File: src/rtl/subtrator_serial_pkg.sv
// Shared definitions for the bit-serial subtractor.
//   state_t   : FSM encoding (IDLE/CALC/DONE)
//   DEF_WIDTH : default operand width
package subtrator_serial_pkg;
  typedef enum logic [1:0] {
    IDLE = 2'd0,
    CALC = 2'd1,
    DONE = 2'd2
  } state_t;

  localparam int DEF_WIDTH = 8;
endpackage

File: src/rtl/subtrator_1bit.sv
// 1-bit full subtractor: d = a - b - bi, bo = borrow out.
// Ports (outputs first): d, bo, a, b, bi.
module subtrator_1bit (
  output logic d,
  output logic bo,
  input  logic a,
  input  logic b,
  input  logic bi
);
  assign d  = a ^ b ^ bi;
  assign bo = (~a & b) | (~(a ^ b) & bi);
endmodule

File: src/rtl/subtrator_serial.sv
// Bit-serial WIDTH-bit subtractor: D = A - B - Bin, Bout = borrow out of MSB.
// One shared 1-bit subtractor, LSB first, one bit per clock.
// Ports:
//   clk, rst      : clock (rising edge), async active-high reset
//   start         : request, sampled only in IDLE
//   A, B, Bin     : operands, captured when start is accepted
//   D, Bout       : registered result, updated only on entry to DONE
//   busy          : high in CALC and DONE
//   done          : one-cycle pulse when D/Bout are fresh
module subtrator_serial
  import subtrator_serial_pkg::*;
#(
  parameter int WIDTH = DEF_WIDTH
) (
  input  logic             clk,
  input  logic             rst,
  input  logic             start,
  input  logic [WIDTH-1:0] A,
  input  logic [WIDTH-1:0] B,
  input  logic             Bin,
  output logic [WIDTH-1:0] D,
  output logic             Bout,
  output logic             busy,
  output logic             done
);
  localparam int CNT_W = $clog2(WIDTH);

  state_t           state, nxt;
  logic [WIDTH-1:0] a_sr, b_sr;
  logic [WIDTH-2:0] d_sr;   // bits already produced; the current bit completes the word
  logic             brw;
  logic [CNT_W-1:0] cnt;
  logic             d_bit, bo_bit;
  logic [WIDTH-1:0] d_cat;
  logic             last;

  subtrator_1bit u_fs (
    .d  (d_bit),
    .bo (bo_bit),
    .a  (a_sr[0]),
    .b  (b_sr[0]),
    .bi (brw)
  );

  assign d_cat = {d_bit, d_sr};
  assign last  = (cnt == CNT_W'(WIDTH - 1));

  always_ff @(posedge clk or posedge rst) begin
    if (rst) state <= IDLE;
    else     state <= nxt;
  end

  always_comb begin
    nxt  = state;
    busy = 1'b0;
    done = 1'b0;
    case (state)
      IDLE: if (start) nxt = CALC;
      CALC: begin
        busy = 1'b1;
        if (last) nxt = DONE;
      end
      DONE: begin
        busy = 1'b1;
        done = 1'b1;
        nxt  = IDLE;
      end
      default: nxt = IDLE;
    endcase
  end

  always_ff @(posedge clk or posedge rst) begin
    if (rst) begin
      a_sr <= '0;
      b_sr <= '0;
      d_sr <= '0;
      brw  <= 1'b0;
      cnt  <= '0;
      D    <= '0;
      Bout <= 1'b0;
    end else begin
      case (state)
        IDLE: if (start) begin
          a_sr <= A;
          b_sr <= B;
          brw  <= Bin;
          cnt  <= '0;
        end
        CALC: begin
          a_sr <= a_sr >> 1;
          b_sr <= b_sr >> 1;
          d_sr <= d_cat[WIDTH-1:1];
          brw  <= bo_bit;
          cnt  <= cnt + CNT_W'(1);
          // Result registers move only here so they stay stable through CALC.
          if (last) begin
            D    <= d_cat;
            Bout <= bo_bit;
          end
        end
        default: ;
      endcase
    end
  end
endmodule

File: config.mk
export PLATFORM = sky130hd
export DESIGN_NAME = subtrator_serial
export DESIGN_NICKNAME = d
export VERILOG_FILES = /design/src/rtl/subtrator_serial_pkg.sv /design/src/rtl/subtrator_1bit.sv /design/src/rtl/subtrator_serial.sv
export SDC_FILE = /design/constraint.sdc
export NUM_CORES = 1
export LEC_CHECK = 0
export ABC_AREA = 1
export CAP_MARGIN = 25
export CORE_ASPECT_RATIO = 2
export CORE_MARGIN = 10
export CORE_UTILIZATION = 50
export CTS_CLUSTER_SIZE = 16
export DETAILED_ROUTE_END_ITERATION = 8
export PLACE_DENSITY = 0.76
export RECOVER_POWER = 25
export REMOVE_ABC_BUFFERS = 1
export SYNTH_ARGS = -nofsm -noshare
export SYNTH_HDL_FRONTEND = slang
export SYNTH_SLANG_ARGS = --single-unit
File: constraint.sdc
create_clock -name clk -period 1.7 [get_ports clk]
set_clock_uncertainty 0.2 [all_clocks]
set_input_delay 0.34 -clock clk [delete_from_list [all_inputs] [get_ports clk]]
set_output_delay 0.34 -clock clk [all_outputs]
set_load 0.02 [all_outputs]
* Yosys cells after proc, flatten, opt, wreduce, memory -nomap -nowiden *
Cells that the tools add are included.

word-level totals
  input port bits = 20
  word-level logic and storage cells = 40
  bits in registers = 38
  output and inout bits = 11

cells by class
  bitwise logic cells = 7
  $add $sub $neg = 1
  multiplexer cells = 13
  equality and inequality tests = 5
  reduce and logical (&&, ||, !) cells = 6

operator list
  kind                   count
  $pmux W8 S2            2
  $mux W8                2
  $pmux W3 S2            1
  $reduce_and A2 Y1      3
  $mux W2                2
  $ne A2 B2 Y1 const B   2
  $pmux W2 S2            1
  $add A3 B1 Y3 const B  1
  $eq A3 B3 Y1 const B   1
  $mux W1                3
  $mux W3                1
  $and A1 B1 Y1          2
  $eq A2 B1 Y1 const B   1
  $eq A2 B2 Y1 const B   1
  $logic_not A2 Y1       1
  $not A1 Y1             2
  $pmux W1 S2            1
  $reduce_bool A2 Y1     1
  $reduce_or A2 Y1       1
  $xor A1 B1 Y1          2
  $or A1 B1 Y1           1

* Logic depth before layout (Yosys ltp) *
  depth in word-level cells = 5
  mapped depth = 9
  gate-level depth less buffers = 7

* Cells and area by module *
Synthesis repeated with hierarchy kept, for this count alone.

unflattened totals
  cell total of the unflattened synthesis = 226
  area total of the unflattened synthesis = 1821.7 um^2

modules (own cells, without submodules)
  module            cells an instance  times used  area an instance (um^2)  seq. area each (um^2)
  subtrator_serial  222                1           1790.5                   950.9
  subtrator_1bit    4                  1           31.3                     0.0

* Least setup slack after synthesis *
OpenSTA, ideal clock, no wires.

  path kind = register to register
  start = reg state[0]
  end = reg a_sr[0]
  period minus slack after synthesis = 1439 ps
  required time = 1384 ps
  stages on the path, launching flop included = 9
  data arrival time = 1123 ps
  path slack = 261 ps
  cells stage by stage = dfrtp_1 inv_1 ha_1 inv_1 nand2_2 nand2_4 buf_6 nand2_1 nand2_1

between the ends
  longest elaborated chain between the ends = 3

ends and longest elaborated chain
  element                                                              RTL line                text
  start, declared                                                      subtrator_serial.sv:28  state_t state, nxt;
  start signal, assigned                                               subtrator_serial.sv:50  else state <= nxt;
  $eq A2 B1 Y1 / $logic_not A2 Y1 (equally long branches)              subtrator_serial.sv:82  case (state)
  $reduce_bool A2 Y1 (no line) / $ne A2 B2 Y1 (equally long branches)  -
  $reduce_and A2 Y1 (no line)                                          -
  end signal, assigned                                                 subtrator_serial.sv:90  a_sr <= a_sr >> 1;
  end, declared                                                        subtrator_serial.sv:29  logic [WIDTH-1:0] a_sr, b_sr;

Parallel ways exist; a longest one is shown, timed or not.
A chain may end at the register's enable or synchronous reset.

* Worst setup path in the final report *
  start = reg state[1]
  end = out busy

between the ends
  longest elaborated chain between the ends = 3

ends and longest elaborated chain
  element                                              RTL line                text
  $eq A2 B1 Y1 / $eq A2 B2 Y1 (equally long branches)  subtrator_serial.sv:57  case (state)
  $reduce_or A2 Y1 (no line) *                         -
  $mux W1 *                                            subtrator_serial.sv:57
  end, declared                                        subtrator_serial.sv:23  output logic busy,

Every way passes the cells marked *; elsewhere a longest branch is shown, timed or not.

==> impl_metrics.py <==
metrics = {
    "floorplanning": {
        "die_w_um": 62.7,
        "dieArea_um2": 6600,
        "rows": 31,
        "core_um2": 3570,
        "io_pins": 31,
        "die_y_um": 105,
        "initial_core_util": 0.510,
    },
    "clocking": {
        "post-cts-setup-buffers": 0,
        "clock-sinks": 38,
        "tritoncts": "yes",
        "cts_buffers": 5,
        "clk_path_buf_depth": 2,
        "cts_max_level": 2,
        "path_clk_slew_ns": 0.07,
        "worstSkewPairLatency_ns": 0.28,
        "cts-root-buf": "clkbuf_8",
    },
    "final_layout": {
        "drive_above_1_share": 0.113,
        "antennaDiodeCount": 0,
        "fill_cells": 323,
        "final_cell_mix": "nand2_1 (107), dfrtp_1 (38), nand3_1 (23)",
        "nets": 290,
        "seq_area_um2": 951,
        "final_common_cell": "nand2_1",
        "design_area_um2": 2320,
        "final_util": 0.649,
        "area_delta_synth_final_pct": 27.2,
        "multi_input_area_um2": 723,
    },
    "timing": {
        "worst_slew_pin_slew_ns": 0.920,
        "fmax_mhz": 603,
        "slew_headroom": 0.387,
        "period_needed_ns": 1.66,
        "tns_ns": 0,
        "rsz0062_at_grt": "yes",
        "setup_viol": 0,
        "hold_viol_final": 0,
        "timing.final.max_slew_violations": 0,
        "setup_ws_ns": 0.0417,
        "fin_crit_sh": 0.975,
        "whs_ns": 0.281,
    },
    "route": {
        "wirelength_um": 3750,
        "vias_per_cell": 4.88,
        "first_pass_iters": 4,
        "route.detailed.drc": 0,
        "vias": 1531,
        "post_drt_wl_per_cell_um": 11.9,
        "drt-initial-drc-count": 53,
        "ant_nets": 0,
    },
    "grt": {
        "grt_pass1_wl_um": 6880,
        "grt_pass1_vias": 1612,
        "grt_overflow_total": 0,
        "grt_max_degree": 39,
        "grt_usage": 0.125,
        "antenna_found_initial": 0,
    },
    "synthesis": {
        "synthDominantCellAreaShare": 0.522,
        "ys_seq_elements": 38,
        "avgSynthCellArea_um2": 8.09,
        "yosysSeqAreaShare": 0.522,
        "ys_warn_count": 0,
        "yosysUniqueCellTypes": 15,
        "syn_inst": 225,
        "yosys.area.top_type": "dfrtp_1",
        "synth.area.top_cells": "dfrtp_1 (52%), nand2_1 (22%), nand3_1 (6.3%)",
        "synth.cell_area_um2": 1820,
    },
    "power": {
        "clock_power_share": 0.204,
        "leakagePower_nw": 1.28,
        "power_density_nw_per_um2": 1560,
        "swShare": 0.380,
        "intPower_mw": 2.24,
        "pwr-share-comb": 0.405,
        "power_frac_seq": 0.391,
        "p_switching_mw": 1.37,
        "irDropWorstVdd_v": 0.00109,
    },
    "setup_path": {
        "r2r_start": "state[1]$_DFFE_PP0P_",
        "cp_max_fo": 2,
        "rr_worst_depth": 7,
        "start_kind": "register",
        "crit_type": "reg -> out",
        "required_ns": 1.16,
        "cp-end-kind": "primary output",
        "reg2reg_to": "D[1]$_DFFE_PP0P_",
        "r2r_slack_ns": 0.09,
        "arrival_ns": 1.12,
    },
    "placed_design": {
        "port_buffers": 30,
        "routabilityCongestion": 0.755,
        "dpl_cell_area_um2": 2220,
        "post-place-ws_ns": -0.0946,
        "hpwl_um": 2740,
    },
    "job": {
        "drv_cap": 0,
    },
    "status": {
        "outcome": "finished, final reports clean",
    },
    "hold_path": {
        "hold_depth": 2,
        "holdPathEnd": "D[7]$_DFFE_PP0P_",
        "min-delay-start": "D[7]$_DFFE_PP0P_",
        "hold_path.class": "reg -> reg",
    },
}
[worst max-delay path, stage by stage (launching register included)]
cell and delay (ns):
dfrtp_1 0.36, inv_2 0.04, ha_1 0.29, buf_6 0.13
[Yosys cell counts]
cell type / n
dfrtp_1: 38
nand2_2: 3
buf_2: 5
nand2_1: 107
fa_1: 1
o21ai_0: 15
nand3_1: 23
buf_4: 3
nand2_4: 1
ha_1: 5
nor2_1: 1
inv_2: 1
buf_6: 3
inv_1: 17
nand4_1: 2
[worst max path at each step]
stage	start	to	slack, ns	cells past startpoint
global placement	state[0]$_DFFE_PP0P_	busy	-0.09	3
detailed placement	state[0]$_DFFE_PP0P_	busy	-0.09	3
finish	state[1]$_DFFE_PP0P_	busy	0.04	3
floorplan	state[1]$_DFFE_PP0P_	brw$_DFFE_PP0P_	-0.40	6
global route	state[1]$_DFFE_PP0P_	busy	-0.02	3
CTS	state[0]$_DFFE_PP0P_	busy	0.02	3
[power groups by stage]
stage | clock network (mW) | logic [mW] | registers, mW
global route | 0.803 | 1.69 | 1.46
global placement | 0 | 1.44 | 1.41
detailed placement | 0 | 1.47 | 1.43
CTS | 0.758 | 1.47 | 1.41
floorplan | 0 | 0.935 | 1.43
finish | 0.736 | 1.46 | 1.41
[logic make-up after synthesis]
family / count (synthesis) / synth area share
buffers and inverters: 29 / 0.0818
DFF: 38 / 0.522
adders and majority gates: 6 / 0.0454
AOI/OAI and AO/OA: 15 / 0.0412
and+or+nand+nor: 137 / 0.309
[registers in the layout, summed over array words and instances, names as in the netlist]
signal,flops
brw,1
cnt,3
a_sr,8
d_sr,7
state,2
b_sr,8
Bout,1
D,8
[layout make-up]
class                   instances  share of cell area
clock buffers                   5              0.0297
clock inverters                 3              0.0173
inverters                      18              0.0313
multi-input cells             158               0.312
flip-flops and latches         38               0.411
well taps                      49              0.0265
repair buffers                 43               0.172
[what timing repair did]
item                                    4_1_cts  5_1_grt
resized for setup                            18        8
hold buffers                                  0        0
endpoints found under the setup margin       14       11
cloned                                        0        0
pin swaps                                     0        1
[per-layer routing]
| layer | wire length (um) | track usage |
|---|---|---|
| met5 | 0 | 0 |
| met4 | 82 | 0.0643 |
| met1 | 1370 | 0.116 |
| met2 | 2160 | 0.237 |
| met3 | 140 | 0.0329 |
[per-stage QoR]
step,instances,total power [mW]
after floorplan,214,2.36
after global placement,306,2.86
after detailed placement,306,2.90
after CTS,314,3.63
after global routing,314,3.95
final,314,3.60
(Power assumes the default switching activity.)
==> RTL edit 1: new RTL, config.mk and constraints unchanged <==
The 3 states of `state_t` get a one-hot encoding in 3 bits.
--- a/src/rtl/subtrator_serial_pkg.sv
+++ b/src/rtl/subtrator_serial_pkg.sv
@@ -3,8 +3,8 @@
 //   DEF_WIDTH : default operand width
 package subtrator_serial_pkg;
-  typedef enum logic [1:0] {
-    IDLE = 2'd0,
-    CALC = 2'd1,
-    DONE = 2'd2
+  typedef enum logic [2:0] {
+    IDLE = 3'b001,
+    CALC = 3'b010,
+    DONE = 3'b100
   } state_t;
 
Behaviour: same outputs for any inputs over 10 cycles, from zero or initial values and one cycle with rst high; not proved beyond that.
==> RTL edit 1 against the original RTL <==
  * Clock power shrank 19%
  * Area after synthesis grew 1.8%
  * Worst setup slack worse by 40 ps
  * Routed wire length is 14% higher
  * Cell count up 1.9%
  * Worst hold slack improved by 13 ps
  * Synthesized cell count is 0.89% higher
  * Via count is 5.4% higher
  * Die area is 1.3% higher
  * Cell area increased by 3.4%
  * Sequential cell count grew 1
  * Total power is 3.9% lower
  * Critical path type unchanged
  * Largest cell class unchanged
==> RTL edit 1: results <==
metrics = {
    "outcome": {
        "status": "completed",
    },
    "power_and_ir_drop": {
        "p_int_mw": 2.128,
        "powerClk_uw": 596,
        "netSwitchingPower_mw": 1.335,
    },
    "critical_path": {
        "reg2reg_from": "state[0]$_DFFE_PP1P_",
        "slowest_delay_ps": 560,
        "critPathMaxFanout": 4,
        "r2r_end": "D[3]$_DFFE_PP0P_",
        "crit_slowest_cell": "dfstp_2",
    },
    "place": {
        "dp_slack_ps": -98.77,
        "gp_congestion": 0.8073,
        "dp.cells": 312,
        "hpwl_microns": 3070,
    },
    "drt": {
        "wl_microns": 4265,
        "initialDrtViolationCount": 43,
    },
    "layout": {
        "drive_gt1_share_pct": 14.76,
        "nClkBuffers": 7,
        "seq_area_sq_um": 977.2,
        "seq_cells": 39,
        "n_all_inverters": 13,
        "clk_share_pct": 3.396,
        "nets": 293,
        "nFillCells": 334,
        "buf_share_pct": 18.50,
    },
    "sta": {
        "fin_crit_sh_pct": 99.89,
        "hold_slack_ps": 294.4,
    },
    "logic_synthesis": {
        "synth_cell_types": 20,
        "synth_common_cells": "105 x nand2_1, 38 x dfrtp_1, 22 x nand3_1",
    },
    "global_route": {
        "gr-usage-all-layers_pct": 13.51,
    },
    "clock_network": {
        "post_cts_resized": 19,
    },
}
RTL edit 1: routing by layer:
layer	track usage (%)	share of wire, %	vias up
met5	0	0	-
met4	6.913	2.8	0
met3	3.365	3.6	10
met2	24.53	54	25
met1	13.76	40	768
li1	-	-	811
RTL edit 1: stage by stage:
stage | TNS [ps] | cell area [sq um]
after global placement | -133.1 | 2290
after global routing | -685.3 | 2395
after floorplan | -12670 | 1773
final | 0 | 2395
after CTS | -16.90 | 2357
after detailed placement | -191.2 | 2290
RTL edit 1: worst max-delay path, delay by kind of cell (launching register included):
kind / cells / cell delay, ps
and+or+nand+nor: 2 / 120
DFF: 1 / 560
buffers and inverters: 2 / 180
RTL edit 1: cells by family (layout without fill, tap and decap cells):
family | Yosys count | after routing | share of synthesized area (%)
DFF | 39 | 39 | 52.73
adders and majority gates | 3 | 3 | 2.431
and+or+nand+nor | 147 | 147 | 34.64
buffers and inverters | 26 | 70 | 6.955
AOI/OAI and AO/OA | 12 | 12 | 3.241
==> RTL edit 2: new RTL, same flow settings <==
Made on the original files. Set the package constant `DEF_WIDTH` to 16 (it was 8).
--- a/src/rtl/subtrator_serial_pkg.sv
+++ b/src/rtl/subtrator_serial_pkg.sv
@@ -9,5 +9,5 @@
   } state_t;
 
-  localparam int DEF_WIDTH = 8;
+  localparam int DEF_WIDTH = 16;
 endpackage
 
Interface: changed (resized A, B and D); port bits go from 31 to 55. No check against the original RTL was run, so the function may have changed too.
==> RTL edit 2 against the original RTL <==
  * Area after synthesis rose by 78%
  * Clock power grew 130%
  * Critical path depth stayed put
  * Total power rose by 88%
  * Cell area increased by 83%
  * Synthesized cell count is 66% higher
  * Routed wire length up 64%
  * Sequential cell count up 33
  * Worst setup slack worse by 17 ps
==> RTL edit 2: results <==
metrics = {
    "place": {
        "hpwl_microns": 4317,
        "placed_cell_area_sq_mm": 0.003940,
        "gp_congestion": 0.7465,
        "portBuffers": 54,
    },
    "drt": {
        "wl_met2_microns": 3196,
        "dr_wl_met3_microns": 323,
        "firstDrtPassIters": 4,
        "wl_met1_microns": 2498,
        "num_vias": 2495,
        "initialDrtViolationCount": 132,
        "post_drt_wl_per_cell_microns": 11.72,
    },
    "layout": {
        "drive_gt1_share_pct": 11.42,
        "nMultiInputCombCells": 228,
        "buffers": 68,
        "syn2layout_area_growth_pct": 30.45,
        "n_all_inverters": 55,
        "nFillCells": 535,
        "seq_area_sq_mm": 0.001777,
        "multi_input_area_sq_mm": 0.001146,
        "top_regs": "D (16), a_sr (16), b_sr (16)",
        "nets": 474,
        "nClkBuffers": 16,
        "clk_share_pct": 6.420,
        "final_core_util_pct": 67.02,
        "buf_share_pct": 17.04,
    },
    "clock_network": {
        "path_clk_slew_ps": 50,
        "numCtsBuffers": 9,
        "clock-sinks": 71,
        "insertion_delay_ps": 320,
        "htreeDepth": 3,
        "clockRootBuffer": "clkbuf_16",
        "clockBufferDepth": 2,
    },
    "outcome": {
        "status": "completed",
    },
    "worst_hold_path": {
        "hold_class": "flip-flop to flip-flop",
        "hp-start": "D[10]$_DFFE_PP0P_",
        "hold_path_end": "D[10]$_DFFE_PP0P_",
        "hold_depth": 2,
    },
    "global_route": {
        "met1_usage_pct": 12.97,
        "grt_pass1_wl_microns": 10690,
        "gr-usage-all-layers_pct": 12.64,
        "grt_max_degree": 70,
        "gr-usage-met2_pct": 22.01,
        "top_usage_layer": "met2",
        "met3_usage_pct": 4.552,
    },
    "critical_path": {
        "r2r_end": "D[9]$_DFFE_PP0P_",
        "r2r_setup_slack_ps": 50,
        "worstSetupStartpoint": "state[0]$_DFFE_PP0P_",
        "start_kind": "flip-flop",
        "critPathMaxFanout": 2,
        "worst_ep_arrival_time_ps": 1140,
    },
    "power_and_ir_drop": {
        "vdd_drop_max_uv": 965.8,
        "power.density_mw_per_mm2": 1602,
        "total_leakage_power_nw": 2.072,
    },
    "sta": {
        "hold_slack_ps": 272.2,
        "tightest_slew_ps": 370.5,
    },
    "logic_synthesis": {
        "synth-edff-count": 0,
        "synth_cell_types": 19,
        "synth_common_cells": "113 x nand2_1, 75 x o21ai_0, 71 x dfrtp_1",
        "ys_seq_area_share_pct": 54.81,
        "synthTopCellsByArea": "dfrtp_1 55%, nand2_1 13%, o21ai_0 12%",
    },
}
RTL edit 2: metrics by stage:
stage,worst slack (ps),std cells
after floorplan,-910.5,354
after global placement,-82.40,507
after detailed placement,-99.40,507
after CTS,-18.79,524
after global routing,-38.94,524
final,24.43,524
RTL edit 2: report_power, final:
group	switching, mW	internal (mW)
clock	0.613	1.07
combinational	1.56	1.03
sequential	0.229	2.27
RTL edit 2: logic make-up (layout without fill, tap and decap cells):
family	count (synthesis)	count (layout)	synth area share, %
compound gates	99	99	17.33
fa+ha+maj	5	5	2.161
buf+inv	75	139	10.54
flops	71	71	54.80
simple gates	124	124	15.17
RTL edit 2: worst max-delay path: stages (launching register included):
cell and delay, ps:
dfrtp_1 370, inv_1 110, ha_4 210, buf_6 120
RTL edit 2: timing repair:
action                     4_1_cts  5_1_grt
hold buffers                     1        0
cloned                           0        0
setup buffers                    0        0
gates resized for setup         28        8
setup endpoints to repair       43       36
pin swaps                        0        1
hold endpoints to repair         2        0
